## src/rtl/trng_pkg.sv

```systemverilog
// Shared types and constants for the TRNG request scheduler.
// Holds the scheduler state encoding, the owner encoding and the default word width.
package trng_pkg;

    localparam int WORD_W_DEFAULT = 64;

    localparam logic OWNER_GEN  = 1'b0;
    localparam logic OWNER_STAT = 1'b1;

    typedef enum logic [1:0] {
        ST_IDLE    = 2'd0,
        ST_WAIT    = 2'd1,
        ST_DELIVER = 2'd2
    } state_t;

    // Round-robin pick: on a tie the requester not served last wins.
    function automatic logic pick_owner(input logic g_req, input logic s_req, input logic last_served);
        if (g_req && s_req) begin
            return ~last_served;
        end
        return s_req ? OWNER_STAT : OWNER_GEN;
    endfunction

endpackage

```

## src/rtl/trng_ready_sync.sv

```systemverilog
// Three-flop synchronizer for the RO ready strobe with a rising-edge output.
// s1/s2 resolve metastability, s3 holds the previous synchronized level.
module trng_ready_sync (
    input  logic clk,
    input  logic rst_n,
    input  logic async_in,
    output logic rise
);

    logic s1_q, s2_q, s3_q;
    logic s1_d, s2_d, s3_d;

    always_comb begin
        s1_d = async_in;
        s2_d = s1_q;
        s3_d = s2_q;
    end

    always_ff @(posedge clk or negedge rst_n) begin
        if (!rst_n) begin
            s1_q <= 1'b0;
            s2_q <= 1'b0;
            s3_q <= 1'b0;
        end else begin
            s1_q <= s1_d;
            s2_q <= s2_d;
            s3_q <= s3_d;
        end
    end

    assign rise = s2_q & ~s3_q;

endmodule

```

## src/rtl/trng_req_scheduler.sv

```systemverilog
// Round-robin sharing of the RO entropy source between bit-gen and the stat test.
// Optional watchdog on the ready wait is enabled by defining TRNG_SCHED_TIMEOUT_EN.
//
// state   | meaning
// IDLE    | source disabled, waiting for a request
// WAIT    | source enabled, discarding warm-up words until capture
// DELIVER | word captured, owner's valid pulse is high, source disabled
module trng_req_scheduler
    import trng_pkg::*;
#(
    parameter int WORD_W        = WORD_W_DEFAULT,
    parameter int DISCARD_WORDS = 1,
    parameter int TIMEOUT_CYC   = 4096
) (
    input  logic              clk,
    input  logic              trng_rst_n,
    input  logic              gen_req,
    input  logic              stat_req,
    output logic              gen_valid,
    output logic              stat_valid,
    output logic [WORD_W-1:0] rnd_word,
    output logic              owner,
    output logic              busy,
    output logic              tro_enable,
    input  logic [WORD_W-1:0] tro_word,
    input  logic              tro_ready,
    output logic              timeout_err
);

    if (DISCARD_WORDS < 0 || DISCARD_WORDS > 15 || TIMEOUT_CYC < 1) begin : g_param_check
        $error("trng_req_scheduler: DISCARD_WORDS must be 0..15 and TIMEOUT_CYC >= 1");
    end

    localparam logic [3:0] DISC_INIT = 4'(DISCARD_WORDS);
    localparam logic [1:0] ARM_DONE  = 2'd2;

    state_t            state_q, state_d;
    logic              owner_q, owner_d;
    logic              last_q, last_d;
    logic [3:0]        disc_q, disc_d;
    logic [1:0]        arm_q, arm_d;
    logic [WORD_W-1:0] rnd_word_q, rnd_word_d;
    logic              gen_valid_q, gen_valid_d;
    logic              stat_valid_q, stat_valid_d;
    logic              tro_enable_q, tro_enable_d;

    logic ready_rise;
    logic owner_req;
    logic edge_ok;
    logic deliver;

`ifdef TRNG_SCHED_TIMEOUT_EN
    localparam int TMO_W = $clog2(TIMEOUT_CYC + 1);
    localparam logic [TMO_W-1:0] TMO_LAST = TMO_W'(TIMEOUT_CYC - 1);
    localparam logic [TMO_W-1:0] TMO_MAX  = TMO_W'(TIMEOUT_CYC);

    logic [TMO_W-1:0] tmo_cnt_q, tmo_cnt_d;
    logic             timeout_err_q, timeout_err_d;
`endif

    trng_ready_sync u_ready_sync (
        .clk      (clk),
        .rst_n    (trng_rst_n),
        .async_in (tro_ready),
        .rise     (ready_rise)
    );

    assign owner_req = (owner_q == OWNER_STAT) ? stat_req : gen_req;

    // The first two WAIT cycles only see ready levels sampled before the enable rose.
    assign edge_ok = ready_rise && (arm_q == ARM_DONE);

    always_comb begin
        state_d      = state_q;
        owner_d      = owner_q;
        last_d       = last_q;
        disc_d       = disc_q;
        arm_d        = arm_q;
        rnd_word_d   = rnd_word_q;
        gen_valid_d  = 1'b0;
        stat_valid_d = 1'b0;
        deliver      = 1'b0;
`ifdef TRNG_SCHED_TIMEOUT_EN
        tmo_cnt_d     = tmo_cnt_q;
        timeout_err_d = timeout_err_q;
`endif

        case (state_q)
            ST_IDLE: begin
                if (gen_req || stat_req) begin
                    owner_d = pick_owner(gen_req, stat_req, last_q);
                    disc_d  = DISC_INIT;
                    arm_d   = 2'd0;
                    state_d = ST_WAIT;
`ifdef TRNG_SCHED_TIMEOUT_EN
                    tmo_cnt_d = '0;
`endif
                end
            end
            ST_WAIT: begin
                if (arm_q != ARM_DONE) begin
                    arm_d = arm_q + 2'd1;
                end
                if (!owner_req) begin
                    state_d = ST_IDLE;
                end else if (edge_ok) begin
`ifdef TRNG_SCHED_TIMEOUT_EN
                    tmo_cnt_d = '0;
`endif
                    if (disc_q != 4'd0) begin
                        disc_d = disc_q - 4'd1;
                    end else begin
                        rnd_word_d = tro_word;
                        deliver    = 1'b1;
                    end
                end
`ifdef TRNG_SCHED_TIMEOUT_EN
                else if (tmo_cnt_q == TMO_LAST) begin
                    tmo_cnt_d     = TMO_MAX;
                    timeout_err_d = 1'b1;
                    rnd_word_d    = '0;
                    deliver       = 1'b1;
                end else if (tmo_cnt_q != TMO_MAX) begin
                    tmo_cnt_d = tmo_cnt_q + 1'b1;
                end
`endif
            end
            ST_DELIVER: begin
                state_d = ST_IDLE;
            end
            default: begin
                state_d = ST_IDLE;
            end
        endcase

        if (deliver) begin
            state_d      = ST_DELIVER;
            gen_valid_d  = (owner_q == OWNER_GEN);
            stat_valid_d = (owner_q == OWNER_STAT);
            last_d       = owner_q;
        end

        tro_enable_d = (state_d == ST_WAIT);
    end

    always_ff @(posedge clk or negedge trng_rst_n) begin
        if (!trng_rst_n) begin
            state_q      <= ST_IDLE;
            owner_q      <= OWNER_GEN;
            last_q       <= OWNER_STAT;
            disc_q       <= 4'd0;
            arm_q        <= 2'd0;
            rnd_word_q   <= '0;
            gen_valid_q  <= 1'b0;
            stat_valid_q <= 1'b0;
            tro_enable_q <= 1'b0;
`ifdef TRNG_SCHED_TIMEOUT_EN
            tmo_cnt_q     <= '0;
            timeout_err_q <= 1'b0;
`endif
        end else begin
            state_q      <= state_d;
            owner_q      <= owner_d;
            last_q       <= last_d;
            disc_q       <= disc_d;
            arm_q        <= arm_d;
            rnd_word_q   <= rnd_word_d;
            gen_valid_q  <= gen_valid_d;
            stat_valid_q <= stat_valid_d;
            tro_enable_q <= tro_enable_d;
`ifdef TRNG_SCHED_TIMEOUT_EN
            tmo_cnt_q     <= tmo_cnt_d;
            timeout_err_q <= timeout_err_d;
`endif
        end
    end

    assign gen_valid  = gen_valid_q;
    assign stat_valid = stat_valid_q;
    assign rnd_word   = rnd_word_q;
    assign owner      = owner_q;
    assign busy       = (state_q != ST_IDLE);
    assign tro_enable = tro_enable_q;

`ifdef TRNG_SCHED_TIMEOUT_EN
    assign timeout_err = timeout_err_q;
`else
    assign timeout_err = 1'b0;
`endif

endmodule

```

## config.mk

```make
export PLATFORM = sky130hd
export DESIGN_NAME = trng_req_scheduler
export DESIGN_NICKNAME = d
export VERILOG_FILES = /design/src/rtl/trng_pkg.sv /design/src/rtl/trng_ready_sync.sv /design/src/rtl/trng_req_scheduler.sv
export SDC_FILE = /design/constraint.sdc
export NUM_CORES = 1
export LEC_CHECK = 0
export ABC_AREA = 1
export CORE_MARGIN = 2
export CORE_UTILIZATION = 42
export DETAILED_ROUTE_END_ITERATION = 12
export PLACE_DENSITY_LB_ADDON = 0.05
export SLEW_MARGIN = 20
export SYNTH_ARGS = -nofsm -noshare
export SYNTH_HDL_FRONTEND = slang
export SYNTH_SLANG_ARGS = --single-unit
```

## constraint.sdc

```tcl
create_clock -name clk -period 1.8 [get_ports clk]
set_input_delay 0.45 -clock clk [delete_from_list [all_inputs] [get_ports clk]]
set_output_delay 0.45 -clock clk [all_outputs]
set_load 0.02 [all_outputs]
```

==> results of run 1 <==
[registers in the layout, summed over array words and instances, names as in the netlist, 2 cells and up]
signal	count
rnd_word	64
state_q	2
arm_q	2
disc_q	4
[worst max path at each step]
stage	end	slack [ns]	cells after the start
global placement	rnd_word[26]	-0.03	10
CTS	rnd_word[39]	0.001	1
global route	rnd_word[59]	-0.006	1
detailed placement	rnd_word[9]	-0.02	10
floorplan	rnd_word[0]	0.37	9
finish	rnd_word[59]	0.04	1
[cells in the final DEF (no fill, tap or decap), drive strengths merged]
cell,n
clkinvlp,1
dlymetal6s2s,53
bufinv,2
o21ai,6
dfrtp,79
inv,15
ha,2
nor3b,1
dlygate4sd3,1
nor2,15
clkbuf,11
a21oi,1
clkdlybuf4s50,75
buf,10
dlygate4sd2,8
dfstp,1
nand3,9
conb,1
nand2,216
clkinv,2
[through the flow]
step           worst slack, ns  cell area (sq um)  setup TNS (ns)
4_1_cts                0.00139               4890               0
5_1_grt               -0.00626               5030        -0.00857
6_report                0.0407               5030               0
3_5_place_dp           -0.0250               4680          -0.197
2_1_floorplan            0.368               3160               0
3_3_place_gp           -0.0268               4680          -0.478
[metal layers]
layer	GRT usage (%)	up-vias	part of all wire, %
met5	0	-	0
met4	8.71	0	1.6
met3	6.09	12	6.9
met2	32.2	83	47
met1	24.5	1276	44
li1	-	1367	-
[final cells by class]
| type | count | area share, % |
|---|---|---|
| clock buffer | 11 | 2.61 |
| clock inverter | 5 | 1.62 |
| inverter | 15 | 1.12 |
| multi-input combinational | 251 | 19.9 |
| sequential | 80 | 39.9 |
| tap | 99 | 2.46 |
| timing repair buffer | 147 | 32.5 |
[kinds of logic after synthesis]
logic type	Yosys count	synth area share (%)
compound gates	7	1.11
fa+ha+maj	2	0.791
buf+inv	30	5.18
flops	80	63.3
other cells	1	0.119
simple gates	241	29.5
[where the power goes]
group,internal [mW],leakage [nW],switching [mW],total (mW)
Combinational,1.33,2.28,1.58,2.91
Sequential,2.42,1.08,0.325,2.74
Clock,0.782,0.104,0.652,1.43
Total,4.53,3.46,2.55,7.08
[worst reg2reg max path: stages, from the launching register on]
cell and delay (ns):
dfrtp_1 0.39, inv_1 0.11, ha_1 0.20, nand2_1 0.08, nor2_1 0.16, nand2_2 0.11
inv_2 0.11, buf_12 0.19, nand2_1 0.10, nand2_1 0.07
[what timing repair did]
action | CTS | global route
pin swaps | 0 | 0
endpoints found under the hold margin | 3 | 0
hold buffers | 1 | 0
resized for setup | 8 | 54
setup endpoints to repair | 8 | 54
==> impl_results.md, run 1 <==
* Number of iterations in the first detailed-routing pass at 6
* Final max-slew violation count at 0
* GPL Wtd Cong at 0.773
* CTS H-tree depth at 3
* P&R area growth vs syn at 58.9%
* Hold path start: u_ready_sync.s1_q
* Unique masters post-synth at 19
* Clock Skews at 0.0108 ns
* CTS root buf: clkbuf_8
* Min-Delay Path Depth at 0
* Pwr Total at 7.08 mW
* Register-to-register setup slack at 0.21 ns
* Synth cell count leaders: nand2_1 (214), dfrtp_1 (79), nor2_1 (14)
* GRT overflow at 0
* Post-synth top area cell: dfrtp_1
* Status: completed
* Multi-input gate area at 998 sq um
* Cell depth of the worst flop-to-flop path at 9
* Clk Latency, worst-skew pair at 0.35 ns
* Post-route DRC violation count at 0
* Pwr Density at 1410 nW/um^2
* Fill count at 614
* Initial antenna violation count at 0
* Yosys warns at 0
* Worst r2r dst: rnd_word[24]
* Worst EP arrival at 1.31 ns
* Worst path cell trace: clkdlybuf4s50_1
* Crit share post-route at 97.7%
* Largest net degree at the start of global routing at 67
* Avg Cell Area, Syn at 8.76 sq um
* CTS Sinks at 80
* Clk buf depth at 2
* Vias post-DR at 2738
* DRT iter0 DRCs at 64
* TritonCTS Buffers at 9
* Setup CP Type: reg2out
* Antenna Violating Nets Remaining at 0
* Max Cap Viol at 0
* Fin. Hold Viols at 0
* VDD IR max at 0.638 mV
* Seq/Total Area, Yosys at 63.3%
* Final Core Density at 68.9%
* Mapped Cells at 361
* Top-count cell post-synth: nand2_1
* Hpwl dp at 5340 um
* Non-filler cells, final at 608
* Final count of negative-setup-slack endpoints at 0
* Worst R2R Start: disc_q[0]
* Worst Hold Class: reg2reg
* Highest achievable clock rate at 568 MHz
* PortBufs at 137
* Startpoint types: flip-flop
* Tmin final at 1.76 ns
* Post-synthesis net count at 432
* Final WL at 7920 um
* Diodes inserted at 0
* Mapped Area at 3160 sq um
* Setup bufs post-CTS at 0
* Worst-path clk slew at 0.08 ns
* CP Data Required Time at 1.35 ns
* Vias in the first global route at 2751
* Die width at 90.8 um
* Nets at 575
* Slowest stage delay, CP at 0.61 ns
* #FFs+latches synth at 80
* CTS tree: done
* Sequential Area at 2000 sq um
* Worst Hold Endpoint: u_ready_sync.s2_q
* Crit path buf inv count at 1
* Total GRT Usage at 19.9%
* Vias/cell at 4.50
* Post-synth EDFFs at 0
* Proportion of netlist area held by the largest area contributor at 62.5%
* Synth area leaders: dfrtp_1 (63%), nand2_1 (25%), buf_6 (1.8%), nor2_1 (1.7%), inv_1 (1.5%)
* Row count at 31
* Die ar. at 8240 sq um
* Starting Density at 43.4%
* Leak at 3.46 nW
* IO Count at 139
* DP Cell Count at 591
* Routed len/inst at 13.0 um
* Worst Path Max Fanout at 2
* Hold slack at 0.381 ns
* Cell family with the largest share of critical-path delay: buffers and inverters
* Fraction of layout cells with a size suffix above 1 at 6.09%
* First-pass GRT wire length at 12900 um
* Worst Setup End Kind: primary output
* Core ar. at 7290 sq um
* Predominant post-synthesis flop cell: dfrtp_1
* FFs w/ async S/R, synth at 100%
* Critical-path top delay cell: clkdlybuf4s50_1
* Critical path origin: rnd_word[59]
* Die height at 90.8 um
Note: power is estimated with default switching activity, not from simulation.
==> run 2, diff against run 1 <==
PLACE_DENSITY = 0.89   (was unset)
PLACE_DENSITY_LB_ADDON = unset   (was 0.05)
SYNTH_HIERARCHICAL = 1   (was unset)
==> run 2 against run 1 <==
  * Count of clock-buffer cells in the layout up 2
  * Hold slack worse by 0.029 ns
  * Non-clock buffer count up 2
  * Register-to-register slack about the same
  * Design area down 0.32%
  * Largest power group is now registers
  * Sequential power down 6%
==> impl_results.md, run 2 <==
* Post-synth top area cell: dfrtp_1
* CTS root buf: clkbuf_8
* Non-filler cells, final at 610 (+0.33%)
* Mapped Cells at 361 (unchanged)
* Final max-slew violation count at 0 (unchanged)
* Worst Path Max Fanout at 2 (unchanged)
* Unique masters post-synth at 18 (-1)
* Die width at 90.6 um (-0.21%)
* Max FFs per register at 64 (unchanged)
* Worst-path clk slew at 0.08 ns (about the same)
* Nets at 577 (+0.35%)
* Final WL at 8240 um (+3.9%)
* FFs w/ async S/R, synth at 100% (unchanged)
* Top-count cell post-synth: nand2_1
* Yosys warns at 6 (+6)
* Hpwl dp at 5980 um (+12%)
* Most common cell after layout, fill and taps aside: nand2_1
* Predominant post-synthesis flop cell: dfrtp_1
* VDD IR max at 0.672 mV (+5.4%)
* Worst Setup End Kind: primary output
* Worst EP arrival at 1.31 ns (about the same)
* Routed len/inst at 13.5 um (+3.6%)
* Seq/Total Area, Yosys at 63.6% (+0.28 points)
* Avg Cell Area, Syn at 8.72 sq um (-0.44%)
* Vias/cell at 4.62 (+2.5%)
* Diodes inserted at 0 (unchanged)
* Die height at 90.6 um (-0.21%)
* Total GRT Usage at 20.6% (+0.72 points)
* Highest achievable clock rate at 568 MHz (-0.15%)
* Status: completed
* CTS tree: done
* Post-synthesis net count at 432 (unchanged)
* Fraction of layout cells with a size suffix above 1 at 6.07% (-0.024 points)
* Proportion of netlist area held by the largest area contributor at 62.8% (+0.27 points)
* Fill count at 565 (-8.0%)
* Mapped Area at 3150 sq um (-0.44%)
* IO Count at 139 (unchanged)
* Largest net degree at the start of global routing at 36 (-46%)
* Clk buf depth at 2 (unchanged)
* Slowest stage delay, CP at 0.62 ns (about the same)
* Post-synth EDFFs at 0 (unchanged)
* Clk Latency, worst-skew pair at 0.34 ns (about the same)
* PortBufs at 137 (unchanged)
* Most frequent cells in the layout: nand2_1 (217), clkdlybuf4s50_1 (94), dfrtp_1 (79), dlymetal6s2s_1 (39), nor2_1 (18)
* GRT overflow at 0 (unchanged)
* Startpoint types: flip-flop
* Post-route DRC violation count at 0 (unchanged)
* CTS Sinks at 80 (unchanged)
* Worst Hold Class: reg2reg
* Antenna Violating Nets Remaining at 0 (unchanged)
* Final Core Density at 69.1% (+0.14 points)
* TNS Setup at 0 ns (unchanged)
* CP Data Required Time at 1.35 ns (about the same)
* Vias post-DR at 2817 (+2.9%)
* Critical-path top delay cell: clkdlybuf4s50_1
* Crit share post-route at 97.9% (+0.14 points)
* Cell family with the largest share of critical-path delay: buffers and inverters
* GPL Wtd Cong at 0.839 (+8.5%)
* Clock Skews at 0.0112 ns (+0.000468 ns)
* #FFs+latches synth at 80 (unchanged)
* Fin. Hold Viols at 0 (unchanged)
* Number of iterations in the first detailed-routing pass at 4 (-2)
* Leak at 3.20 nW (-7.4%)
* Place WS at -0.0475 ns (-0.0225 ns)
* Vias in the first global route at 2847 (+3.5%)
* Starting Density at 43.4% (about the same)
* Worst path cell trace: clkdlybuf4s50_1
* Core ar. at 7250 sq um (-0.53%)
* Tmin final at 1.76 ns (+0.00259 ns)
* Crit path buf inv count at 1 (unchanged)
* First-pass GRT wire length at 13400 um (+4.4%)
* Setup CP Type: reg2out
* Hold slack at 0.352 ns (-0.0288 ns)
* Row count at 31 (unchanged)
* DRT iter0 DRCs at 80 (+25%)
* Die ar. at 8210 sq um (-0.42%)
* Max Cap Viol at 0 (unchanged)
* Synth area leaders: dfrtp_1 (63%), nand2_1 (26%), nor2_1 (2.1%), buf_2 (1.3%), nand3_1 (1.3%)
* TritonCTS Buffers at 9 (unchanged)
* Synth cell count leaders: nand2_1 (217), dfrtp_1 (79), nor2_1 (18)
* Initial antenna violation count at 0 (unchanged)
* P&R area growth vs syn at 59.1%
* RSZ-0062 raised after global routing: no
* DP Cell Count at 592 (+0.17%)
* CTS H-tree depth at 3 (unchanged)
* Final count of negative-setup-slack endpoints at 0 (unchanged)
* Fin worst setup slack at 0.0381 ns (-0.00259 ns)
* Pwr Density at 1290 nW/um^2 (-8.4%)
==> run 2: area by class of cell <==
| type | instances | area (sq um) | area share, % |
|---|---|---|---|
| clock buffers | 13 | 149 | 2.97 |
| well taps | 99 | 124 | 2.47 |
| repair buffers | 149 | 1610 | 32.1 |
| flip-flops and latches | 80 | 2000 | 40.0 |
| multi-input cells | 256 | 1020 | 20.4 |
| clock inverters | 3 | 65.1 | 1.30 |
| inverters | 10 | 37.5 | 0.749 |
==> run 2: logic make-up after synthesis <==
family                     count (synthesis)  synth area share (%)
AOI/OAI and AO/OA                          6                 0.953
adders and majority gates                  2                 0.794
buffers and inverters                     25                  4.25
DFF                                       80                  63.6
other                                      1                 0.119
and+or+nand+nor                          247                  30.3
==> run 2: repair_timing <==
item                       CTS  global route
buffers inserted             0             1
gates resized for setup      3            40
setup endpoints to repair    3            41
hold endpoints to repair    15             0
hold buffers                 1             0
==> run 2: report_power, final <==
| group | switching, mW | internal [mW] | leakage (nW) | total (mW) |
|---|---|---|---|---|
| sequential | 0.293 | 2.29 | 1.08 | 2.58 |
| combinational | 1.34 | 1.13 | 2.01 | 2.47 |
| clock | 0.593 | 0.820 | 0.108 | 1.41 |
| total | 2.23 | 4.24 | 3.20 | 6.47 |
==> run 2: per-stage QoR <==
| stage | total power [mW] | cell area (sq um) |
|---|---|---|
| 6_report | 6.47 | 5010 |
| 4_1_cts | 6.58 | 4900 |
| 2_1_floorplan | 3.81 | 3150 |
| 3_5_place_dp | 5.16 | 4680 |
| 5_1_grt | 6.86 | 5010 |
| 3_3_place_gp | 5.05 | 4680 |
==> run 2: final timing paths <==
| kind | startpoint | to | slack [ns] | depth (start not counted) |
|---|---|---|---|---|
| max | rnd_word[40] | rnd_word[40] | 0.04 | 1 |
| min | u_ready_sync/s1_q | u_ready_sync/s2_q | 0.35 | 0 |
| max reg2reg | disc_q[0] | rnd_word[21] | 0.20 | 8 |
| min reg2reg | u_ready_sync/s1_q | u_ready_sync/s2_q | 0.35 | 0 |
| max in group asynchronous | trng_rst_n | rnd_word[43] | 0.76 | 3 |
| min in group asynchronous | trng_rst_n | rnd_word[11] | 0.52 | 2 |
==> run 2: layer usage <==
layer	track usage, %	part of all wire (%)
met1	24.7	40
met2	36.0	53
met3	4.51	5.6
met4	8.08	1.2
met5	0	0
